`src/rtl/hazard_stall_unit_pkg.sv`:
```
// Shared CPU widths, multiplier defaults and small helpers for the
// pipeline hazard logic.
package hazard_stall_unit_pkg;

  localparam int REG_W       = 5;
  localparam int MUL_LAT_DEF = 4;
  localparam int BUSY_W      = 4;   // holds MUL_LAT-1 for MUL_LAT up to 16
  localparam int STALL_CNT_W = 16;

  typedef logic [REG_W-1:0]       reg_idx_t;
  typedef logic [STALL_CNT_W-1:0] stall_cnt_t;

  typedef struct packed {
    logic stall;
    logic bubble;
    logic ex_hold;
  } hz_ctl_t;

  function automatic stall_cnt_t sat_inc(input stall_cnt_t v);
    return (&v) ? v : v + stall_cnt_t'(1);
  endfunction

endpackage

```
`src/rtl/mul_busy_timer.sv`:
```
// Multiplier occupancy down-counter: loads LOAD_VAL on start, busy while nonzero.
module mul_busy_timer
  import hazard_stall_unit_pkg::*;
#(
  parameter int unsigned LOAD_VAL = MUL_LAT_DEF - 1
) (
  input  logic clk,
  input  logic rst_n,
  input  logic start,
  output logic busy
);

  logic [BUSY_W-1:0] count;

  always_ff @(posedge clk) begin
    if (!rst_n) begin
      count <= '0;
    end else if (start) begin
      count <= BUSY_W'(LOAD_VAL);
    end else if (count != '0) begin
      count <= count - BUSY_W'(1);
    end
  end

  assign busy = (count != '0);

endmodule

```
`src/rtl/reg_eq_check.sv`:
```
// Gated register-index compare: hit when enabled and both indices match.
module reg_eq_check
  import hazard_stall_unit_pkg::*;
(
  input  logic             en,
  input  logic [REG_W-1:0] a,
  input  logic [REG_W-1:0] b,
  output logic             hit
);

  assign hit = en & (a == b);

endmodule

```
`src/rtl/zero_check.sv`:
```
// Flags the hardwired zero register index.
module zero_check
  import hazard_stall_unit_pkg::*;
(
  input  logic [REG_W-1:0] val,
  output logic             is_zero
);

  assign is_zero = (val == '0);

endmodule

```
`src/rtl/hazard_stall_unit.sv`:
```
// Load-use and multi-cycle multiply interlock; control outputs are combinational
// from tracked state and the current ID instruction.
module hazard_stall_unit
  import hazard_stall_unit_pkg::*;
#(
  parameter int MUL_LAT = MUL_LAT_DEF
) (
  input  logic                   clk,
  input  logic                   rst_n,
  input  logic                   id_valid,
  input  logic [REG_W-1:0]       id_rs,
  input  logic [REG_W-1:0]       id_rs2,
  input  logic                   id_uses_rs,
  input  logic                   id_uses_rs2,
  input  logic [REG_W-1:0]       id_rd,
  input  logic                   id_is_load,
  input  logic                   id_is_mul,
  input  logic                   flush,
  output logic                   stall,
  output logic                   bubble,
  output logic                   ex_hold,
  output logic [STALL_CNT_W-1:0] stall_cycles
);

  logic       issue;
  logic       ld_pending;
  reg_idx_t   ld_rd;
  logic       rs_hit;
  logic       rs2_hit;
  logic       rd_zero;
  logic       mul_busy;
  logic       load_use;
  hz_ctl_t    ctl;

  reg_eq_check u_rs_eq  (.en(id_uses_rs),  .a(id_rs),  .b(ld_rd), .hit(rs_hit));
  reg_eq_check u_rs2_eq (.en(id_uses_rs2), .a(id_rs2), .b(ld_rd), .hit(rs2_hit));
  zero_check   u_rd_zero (.val(id_rd), .is_zero(rd_zero));

  mul_busy_timer #(.LOAD_VAL(MUL_LAT - 1)) u_mul_busy_timer (
    .clk   (clk),
    .rst_n (rst_n),
    .start (issue & id_is_mul),
    .busy  (mul_busy)
  );

  assign load_use = ld_pending & id_valid & ~flush & (rs_hit | rs2_hit);

  // A busy multiplier masks any load-use hazard; the load-use check only
  // matters again once the multiply has drained.
  assign ctl.stall   = mul_busy | load_use;
  assign ctl.bubble  = ~mul_busy & load_use;
  assign ctl.ex_hold = mul_busy;

  assign stall   = ctl.stall;
  assign bubble  = ctl.bubble;
  assign ex_hold = ctl.ex_hold;

  assign issue = id_valid & ~flush & ~ctl.stall;

  // Loads to x0 never arm the tracker, so x0 can never look like a hazard.
  always_ff @(posedge clk) begin
    if (!rst_n) begin
      ld_pending   <= 1'b0;
      ld_rd        <= '0;
      stall_cycles <= '0;
    end else begin
      ld_pending <= issue & id_is_load & ~rd_zero;
      if (issue & id_is_load & ~rd_zero) begin
        ld_rd <= id_rd;
      end
      if (ctl.stall) begin
        stall_cycles <= sat_inc(stall_cycles);
      end
    end
  end

endmodule

```
`config.mk`:
```
export PLATFORM = sky130hd
export DESIGN_NAME = hazard_stall_unit
export DESIGN_NICKNAME = d
export VERILOG_FILES = /design/src/rtl/hazard_stall_unit_pkg.sv /design/src/rtl/mul_busy_timer.sv /design/src/rtl/reg_eq_check.sv /design/src/rtl/zero_check.sv /design/src/rtl/hazard_stall_unit.sv
export SDC_FILE = /design/constraint.sdc
export NUM_CORES = 1
export LEC_CHECK = 0
export CORE_MARGIN = 5
export CORE_UTILIZATION = 48
export CTS_BUF_LIST = sky130_fd_sc_hd__clkbuf_4 sky130_fd_sc_hd__clkbuf_8
export CTS_CLUSTER_DIAMETER = 150
export DETAILED_ROUTE_END_ITERATION = 8
export HOLD_SLACK_MARGIN = 0.08
export PLACE_DENSITY_LB_ADDON = 0.12
export SYNTH_ARGS = -nofsm -noshare
export SYNTH_HDL_FRONTEND = slang
export SYNTH_SLANG_ARGS = --single-unit
```
`constraint.sdc`:
```
create_clock -name clk -period 2.3 [get_ports clk]
set_input_delay 0.345 -clock clk [delete_from_list [all_inputs] [get_ports clk]]
set_output_delay 0.345 -clock clk [all_outputs]
set_load 0.1 [all_outputs]
```
**Word level (Yosys, flattened, before mapping)**

Index checks and enable logic that the tools add are counted.
W data, S select, Z words.

- $add $sub $neg: 2
- Equal/unequal tests: 2
- Mux-type cells: 2
- Bitwise logic cells: 19
- Reductions and logical operators: 6

Operator list:

| cell | count |
|---|---|
| $add A16 B1 Y16 const B | 1 |
| $reduce_and A16 Y1 | 1 |
| $and A1 B1 Y1 | 11 |
| $eq A5 B5 Y1 | 2 |
| $not A1 Y1 | 6 |
| $logic_not A5 Y1 | 1 |
| $mux W2 | 2 |
| $reduce_bool A4 Y1 | 1 |
| $sub A4 B1 Y4 const B | 1 |
| $or A1 B1 Y1 | 2 |
| $reduce_and A2 Y1 | 1 |
| $reduce_bool A2 Y1 | 1 |
| $reduce_or A2 Y1 | 1 |

- Register bits: 26
- Bits of input ports: 23
- Output and inout port bits: 19
- Logic and storage cells: 36

**Longest topological paths before layout**

Gate-level depths: netlist of run 1.

- Depth after elaboration: 9
- Depth in mapped cells: 8
- Depth with buffers taken out: 6

**By module**

A second synthesis of run 1 with hierarchy kept.

- Cells, all modules: 164
- Area total of the unflattened synthesis: 1436.4 um^2

By module, submodules not included:

| module | instances | cells each | area an instance (um^2) | sequential area each (um^2) |
|---|---|---|---|---|
| hazard_stall_unit | 1 | 128 | 1107.3 | 440.4 |
| mul_busy_timer | 1 | 20 | 205.2 | 80.1 |
| reg_eq_check | 2 | 7 | 56.3 | 0.0 |
| zero_check | 1 | 2 | 11.3 | 0.0 |

**Worst setup path before layout of run 1**

OpenSTA, ideal clock, no wires.

- Kind: input to output
- Start: in id_rs2[4]
- End: out bubble
- Data arrival time: 3.131 ns
- Data required time: 1.955 ns
- Slack: -1.176 ns
- Stages on the path: 4
- Cells stage by stage: xor2_1 > nor4_4 > a2bb2oi_1 > nor3b_1

- Longest elaborated chain between the ends: 5

RTL lines:

| what | line | source |
|---|---|---|
| start: declaration | hazard_stall_unit.sv:12 | `input logic [REG_W-1:0] id_rs2,` |
| $eq A5 B5 Y1 | reg_eq_check.sv:11 | `assign hit = en & (a == b);` |
| $and A1 B1 Y1 | reg_eq_check.sv:11 |  |
| $or A1 B1 Y1 | hazard_stall_unit.sv:46 | `assign load_use = ld_pending & id_valid & ~flush & (rs_hit \| rs2_hit);` |
| $and A1 B1 Y1 | hazard_stall_unit.sv:46 |  |
| $and A1 B1 Y1 | hazard_stall_unit.sv:51 | `assign ctl.bubble = ~mul_busy & load_use;` |
| end: declaration | hazard_stall_unit.sv:20 | `output logic bubble,` |

Every way passes these cells.

**Worst setup path after layout of run 1**

Same ends and word-level chain as after synthesis.

==> flow_metrics.tcl, run 1 <==
set metrics [dict create \
    dieArea_mm2 0.004078 \
    fill_cells 241 \
    place_hpwl_mm 2.578 \
    layout-drive-gt1-share 0.2038 \
    dpl.cell_count 238 \
    setup_violations 0 \
    grt_max_degree 18 \
    slew_violations 0 \
    yosysWarnings 0 \
    synth_seq_cells 26 \
    ys_seq_area_frac 0.3738 \
    routedWlPerCell_um 13.72 \
    busiest_layer "met2" \
    overflow 0 \
    syn2layout_area_growth_pct 35.67 \
    hold_buffers 0 \
    use_met1 0.2150 \
    vias_per_cell 5.405 \
    die_h_um 63.86 \
    fin_crit_sh 0.9581 \
    crit_path_end_kind "output port" \
    total_power_mw 1.724 \
    antenna_found_initial 0 \
    cts_tree "done" \
    gr-usage-all-layers 0.1691 \
    synthAdderAreaFrac 0.02695 \
    whs_ns 0.5034 \
    cap_violations 0 \
    syn-cell-area_mm2 0.001393 \
    first_pass_iters 5 \
    synthMuxAreaShare 0.02156 \
    synth_compound_area_frac 0.1752 \
    tightest_slew_ns 0.4996 \
    clock_path_buffers 2 \
    core_area_mm2 0.002758 \
    cp-start-kind "primary input" \
    worstHoldStart "stall_cycles[4]$_SDFFE_PN0P_" \
    start_util 0.5050 \
    drt_iter0_drc 73 \
    n_antenna_cell 0 \
    grt_first_pass_wirelength_mm 5.685 \
    synth_fp_nets 192 \
    worstHoldPathType "reg2reg" \
    nets 238 \
    skew_ns 0.004668 \
    synthSimpleGateAreaFrac 0.2758 \
    cts_buffers 3 \
    ys_types 33 \
    ir_drop_mv 1.036 \
    cts_num_sinks 26 \
    reg2reg_depth 7 \
    critPathRequiredTime_ns 1.96 \
    die_width_um 63.86 \
    leakagePower_nw 0.7337 \
    clk_pin_slew_worst_paths_ns 0.14 \
    portBuffers 41 \
    dp_worst_setup_slack_ns -0.08926 \
    cts_resized 0 \
    placed_cell_area_mm2 0.001853 \
    synth_top_family_by_area "simple AND/OR/NAND/NOR gates" \
    io_pins 42 \
    cts_root_buf "clkbuf_4" \
    first_global_vias 1255 \
    vias 1308 \
    cp_max_fo 2 \
    hold-path-cell-count 2 \
    postRouteAntennaNets 0 \
    synth_area_per_cell_um2 8.389 \
    setup_slack_ns 0.09638 \
    rsz0062_at_grt "false" \
    final_area_mm2 0.001889 \
    rrSetupSlack_ns 0.30 \
    slew_headroom 0.6666 \
    routabilityCongestion 0.7833 \
    met3_usage 0.04203 \
    h-tree-depth 1 \
    worstPathArrival_ns 1.86 \
    status "finished, final reports clean" \
    synthXorXnorAreaFrac 0.08176 \
    crit_type "in2out" \
    routed_wl_mm 3.321 \
    fmax_ghz 0.4538 \
    powerDensity_mw_per_mm2 912.7 \
    cts_setup_buffers 0 \
    r2r-start "ld_rd[4]$_SDFFE_PN0P_" \
    min_to "stall_cycles[4]$_SDFFE_PN0P_" \
    hold_viol 0 \
    rows 19 \
    clk_latency_ns 0.32 \
    synthCells 166 \
    met2_usage 0.2751 \
    fin_cells 242 \
    timing.final.crit_period_ns 2.204 \
    r2r_end "stall_cycles[3]$_SDFFE_PN0P_" \
    drc 0 \
]
==> critical path: stages <==
cell and delay [ns]:
clkdlybuf4s50_1 0.41, xor2_1 0.17, nor4_4 0.33, a2bb2oi_1 0.16
nor3b_4 0.23, buf_12 0.20
==> report_power, final <==
part           total, mW  leakage, nW  switching (mW)  internal [mW]
registers          0.557        0.215          0.0519          0.505
clock network      0.233       0.0210           0.136         0.0969
logic              0.934        0.498           0.609          0.325
total               1.72        0.734           0.798          0.927
==> worst max-delay path by stage <==
stage                                       startpoint                           end  slack, ns  cells after the start
after floorplan           stall_cycles[5]$_SDFFE_PN0P_  stall_cycles[0]$_SDFFE_PN0P_       0.01                      7
after global placement                       id_rs2[4]  stall_cycles[3]$_SDFFE_PN0P_      -0.03                      8
after detailed placement                     id_rs2[4]  stall_cycles[3]$_SDFFE_PN0P_      -0.09                      8
after CTS                                    id_rs2[4]                        bubble       0.08                      6
after global routing             ld_rd[4]$_SDFFE_PN0P_                        bubble      0.007                      5
final                                        id_rs2[4]                        bubble        0.1                      6
==> cells in the final DEF, fill, tap and decap left out, types with 2 or more instances in the layout <==
cell	count
buf_4	23
nor3_1	2
xor2_1	6
o21a_1	2
ha_1	3
o31ai_1	5
dfxtp_1	18
nand3_1	12
or4_1	5
and4_1	2
or3_1	10
mux2i_1	3
clkbuf_4	3
nand2_1	12
inv_1	8
and3_1	8
nor2_1	6
a21oi_1	16
o22ai_1	2
buf_12	2
clkdlybuf4s50_1	22
dfxtp_2	8
xnor2_1	7
and2_1	2
o21ai_0	10
nand4_1	4
==> per-layer routing <==
layer  share of wire  routed length (um)
met5               0                   0
met1            0.47                1551
met3           0.043                 142
met4           0.016                  53
met2            0.47                1574
==> cell families after synthesis <==
family,Yosys count
fa+ha+maj,3
xor+xnor,13
flops,26
simple gates,67
buf+inv,14
mux,3
compound gates,40
==> layout make-up <==
cell class | count | area (um^2) | share of cell area
clock buffer | 4 | 36.28 | 0.01921
tap | 31 | 38.79 | 0.02053
multi-input combinational | 126 | 820.8 | 0.4344
inverter | 8 | 30.03 | 0.01589
sequential | 26 | 530.5 | 0.2808
timing repair buffer | 47 | 432.9 | 0.2291
==> sequential cells by signal, indices dropped and copies added, names as in the netlist <==
signal                  cells
ld_pending                  1
stall_cycles               16
u_mul_busy_timer.count      4
ld_rd                       5
==> through the flow <==
step	setup TNS, ns	utilization
6_report	0	0.6851
5_1_grt	0	0.6851
4_1_cts	0	0.6851
3_5_place_dp	-0.3618	0.6720
3_3_place_gp	-0.1117	0.6720
2_1_floorplan	0	-
==> synthesized netlist by cell type <==
library cell,instances,area share
xor2_1,6,0.038
nor2b_1,1,0.0045
nand2_1,12,0.032
a21oi_1,16,0.058
or4_1,5,0.027
nor2_1,6,0.016
nand4_1,4,0.018
and3_1,8,0.036
o22ai_1,2,0.0090
inv_1,8,0.022
nor3_1,2,0.0072
buf_6,1,0.0081
ha_1,3,0.027
o2bb2ai_2,1,0.011
o31ai_1,5,0.027
xnor2_1,7,0.044
a2bb2oi_1,1,0.0063
dfxtp_1,26,0.37
or3_1,10,0.045
nand2_2,1,0.0045
nor3b_1,1,0.0054
o21ai_0,10,0.036
mux2i_1,3,0.022
o21a_1,2,0.011
a21oi_2,1,0.0063
o21ai_2,1,0.0063
o211ai_1,1,0.0054
nand3_1,12,0.043
clkbuf_1,3,0.0081
nor4_4,1,0.015
and4_1,2,0.013
buf_2,2,0.0072
and2_1,2,0.0090
Note: power is estimated with default switching activity, not from simulation.
==> run 2, diff against run 1 <==
--- a/config.mk
+++ b/config.mk
@@ -10,6 +10,7 @@
 export CTS_BUF_LIST = sky130_fd_sc_hd__clkbuf_4 sky130_fd_sc_hd__clkbuf_8
 export CTS_CLUSTER_DIAMETER = 150
 export DETAILED_ROUTE_END_ITERATION = 8
+export GPL_TIMING_DRIVEN = 0
 export HOLD_SLACK_MARGIN = 0.08
 export PLACE_DENSITY_LB_ADDON = 0.12
 export SYNTH_ARGS = -nofsm -noshare
==> run 2 against run 1 <==
Effect of this change: global-route usage increased by 1.1 points; sequential share of layout area down 0.37 points; power fell by 1.2%; sequential cell count unchanged; largest power group unchanged; highest routed layer unchanged.
==> flow_metrics.tcl, run 2 (synthesis results as in run 1) <==
set metrics [dict create \
    path_buf_inv 1 \
    vias_per_cell 5.851 \
    io_pins 42 \
    slew_violations 0 \
    setup_violations 0 \
    final_common_cell "clkdlybuf4s50_1" \
    antenna_found_initial 0 \
    overflow 0 \
    clk_latency_ns 0.32 \
    largest_reg_flops 16 \
    worstPathArrival_ns 1.90 \
    worstPathCellList "clkdlybuf4s50_1" \
    leakagePower_nw 0.7598 \
    postRouteAntennaNets 0 \
    h-tree-depth 1 \
    nets 237 \
    p_sw_frac 0.4801 \
    routabilityCongestion 0.8260 \
    cp_max_fo 6 \
    n_antenna_cell 0 \
    top_regs "stall_cycles (16), ld_rd (5), u_mul_busy_timer.count (4)" \
    drc 0 \
    grt_first_pass_wirelength_mm 6.189 \
    grt_max_degree 15 \
    gr-usage-all-layers 0.1804 \
    tightest_slew_ns 0.9749 \
    seq_power_share 0.326 \
    first_global_vias 1380 \
    first_pass_iters 4 \
    crit_type "reg2out" \
    status "finished, final reports clean" \
    cp_top_family "buffers and inverters" \
    whs_ns 0.3988 \
    fmax_ghz 0.4456 \
    timing.final.crit_period_ns 2.244 \
    die_width_um 63.86 \
    routedWlPerCell_um 14.94 \
    portBuffers 40 \
    critPathRequiredTime_ns 1.96 \
    syn2layout_area_growth_pct 37.47 \
    top_register "stall_cycles" \
    cts_num_sinks 26 \
    rows 19 \
    hold_viol 0 \
    cpMaxStageDelayCell "clkdlybuf4s50_1" \
    vias 1410 \
    dieArea_mm2 0.004078 \
    cts_root_buf "clkbuf_4" \
    cap_violations 0 \
    skew_ns 0.005278 \
    cp-start-kind "register" \
    clk_pin_slew_worst_paths_ns 0.14 \
    start_util 0.5050 \
    fin_crit_sh 0.9757 \
    ir_drop_mv 0.8383 \
    p_sw_mw 0.8178 \
    place_hpwl_mm 2.739 \
    routed_wl_mm 3.600 \
    cts_buffers 3 \
    pwr-share-comb 0.538 \
    rsz0062_at_grt "false" \
    cts_tree "done" \
    layout-drive-gt1-share 0.1190 \
    powerDensity_mw_per_mm2 889.8 \
    die_h_um 63.86 \
    clock_path_buffers 2 \
    max_stage_delay_ns 1.16 \
    core_area_mm2 0.002758 \
    p_clk_frac 0.136 \
    worstHoldPathType "in2reg" \
    p_int_mw 0.8856 \
    drt_iter0_drc 83 \
    tns_ns 0 \
    crit_path_end_kind "output port" \
    hold_buffers 0 \
    slew_headroom 0.3480 \
    final_cell_mix "clkdlybuf4s50_1, dfxtp_1, a21oi_1, nand2_1, nand3_1" \
]
run 2: cell count changes in the layout (fill, tap and decap cells not counted), moves of 2 or more:
cell / before / now
buf_2: 0 / 2
dlymetal6s2s_1: 0 / 4
buf_4: 23 / 0
clkdlybuf4s50_1: 22 / 33
buf_6: 0 / 2
clkbuf_1: 0 / 3
run 2: metal layers:
metal | part of all wire | routed length [um] | GRT usage
met3 | 0.063 | 226 | 0.05429
met1 | 0.42 | 1519 | 0.2184
met2 | 0.51 | 1833 | 0.3116
met4 | 0.0058 | 21 | 0.04156
met5 | 0 | 0 | 0
run 2: area by class of cell:
class | count | area, um^2
plain buffers | 6 | 32.53
clock buffers | 4 | 36.28
fillers | 213 | 843.3
inverters | 8 | 30.03
multi-input cells | 126 | 823.3
flip-flops and latches | 26 | 530.5
well taps | 31 | 38.79
repair buffers | 40 | 422.9
run 2: stage by stage:
stage / setup slack (ns) / total power, mW / utilization / instances / cell area, um^2
after global placement: -0.7970 / 1.447 / 0.6720 / 237 / 1853
after CTS: 0.002967 / 1.692 / 0.6851 / 241 / 1889
after detailed placement: -0.8328 / 1.466 / 0.6720 / 237 / 1853
after global routing: 0.002744 / 1.811 / 0.6942 / 241 / 1914
final: 0.05596 / 1.703 / 0.6942 / 241 / 1914
after floorplan: 0.01204 / 1.236 / - / 166 / 1414
run 2: worst paths after layout:
| path | from | to | slack, ns | cells past startpoint |
|---|---|---|---|---|
| max reg2reg | stall_cycles[0]$_SDFFE_PN0P_ | stall_cycles[0]$_SDFFE_PN0P_ | 0.29 | 8 |
| min reg2reg | stall_cycles[8]$_SDFFE_PN0P_ | stall_cycles[8]$_SDFFE_PN0P_ | 0.51 | 2 |
| min | rst_n | stall_cycles[1]$_SDFFE_PN0P_ | 0.40 | 3 |
| max | stall_cycles[0]$_SDFFE_PN0P_ | stall_cycles[0] | 0.06 | 1 |
run 2: power groups by stage:
stage          combinational (mW)  sequential (mW)  clock, mW
4_1_cts                     0.900            0.554      0.239
3_3_place_gp                0.885            0.562          0
5_1_grt                     0.987            0.563      0.261
2_1_floorplan               0.583            0.653          0
3_5_place_dp                0.903            0.564          0
6_report                    0.917            0.555      0.231
run 2: what timing repair did:
| action | 4_1_cts | 5_1_grt |
|---|---|---|
| setup endpoints to repair | 3 | 6 |
| setup buffers | 0 | 0 |
| gates resized for setup | 16 | 8 |
| gates cloned | 0 | 0 |
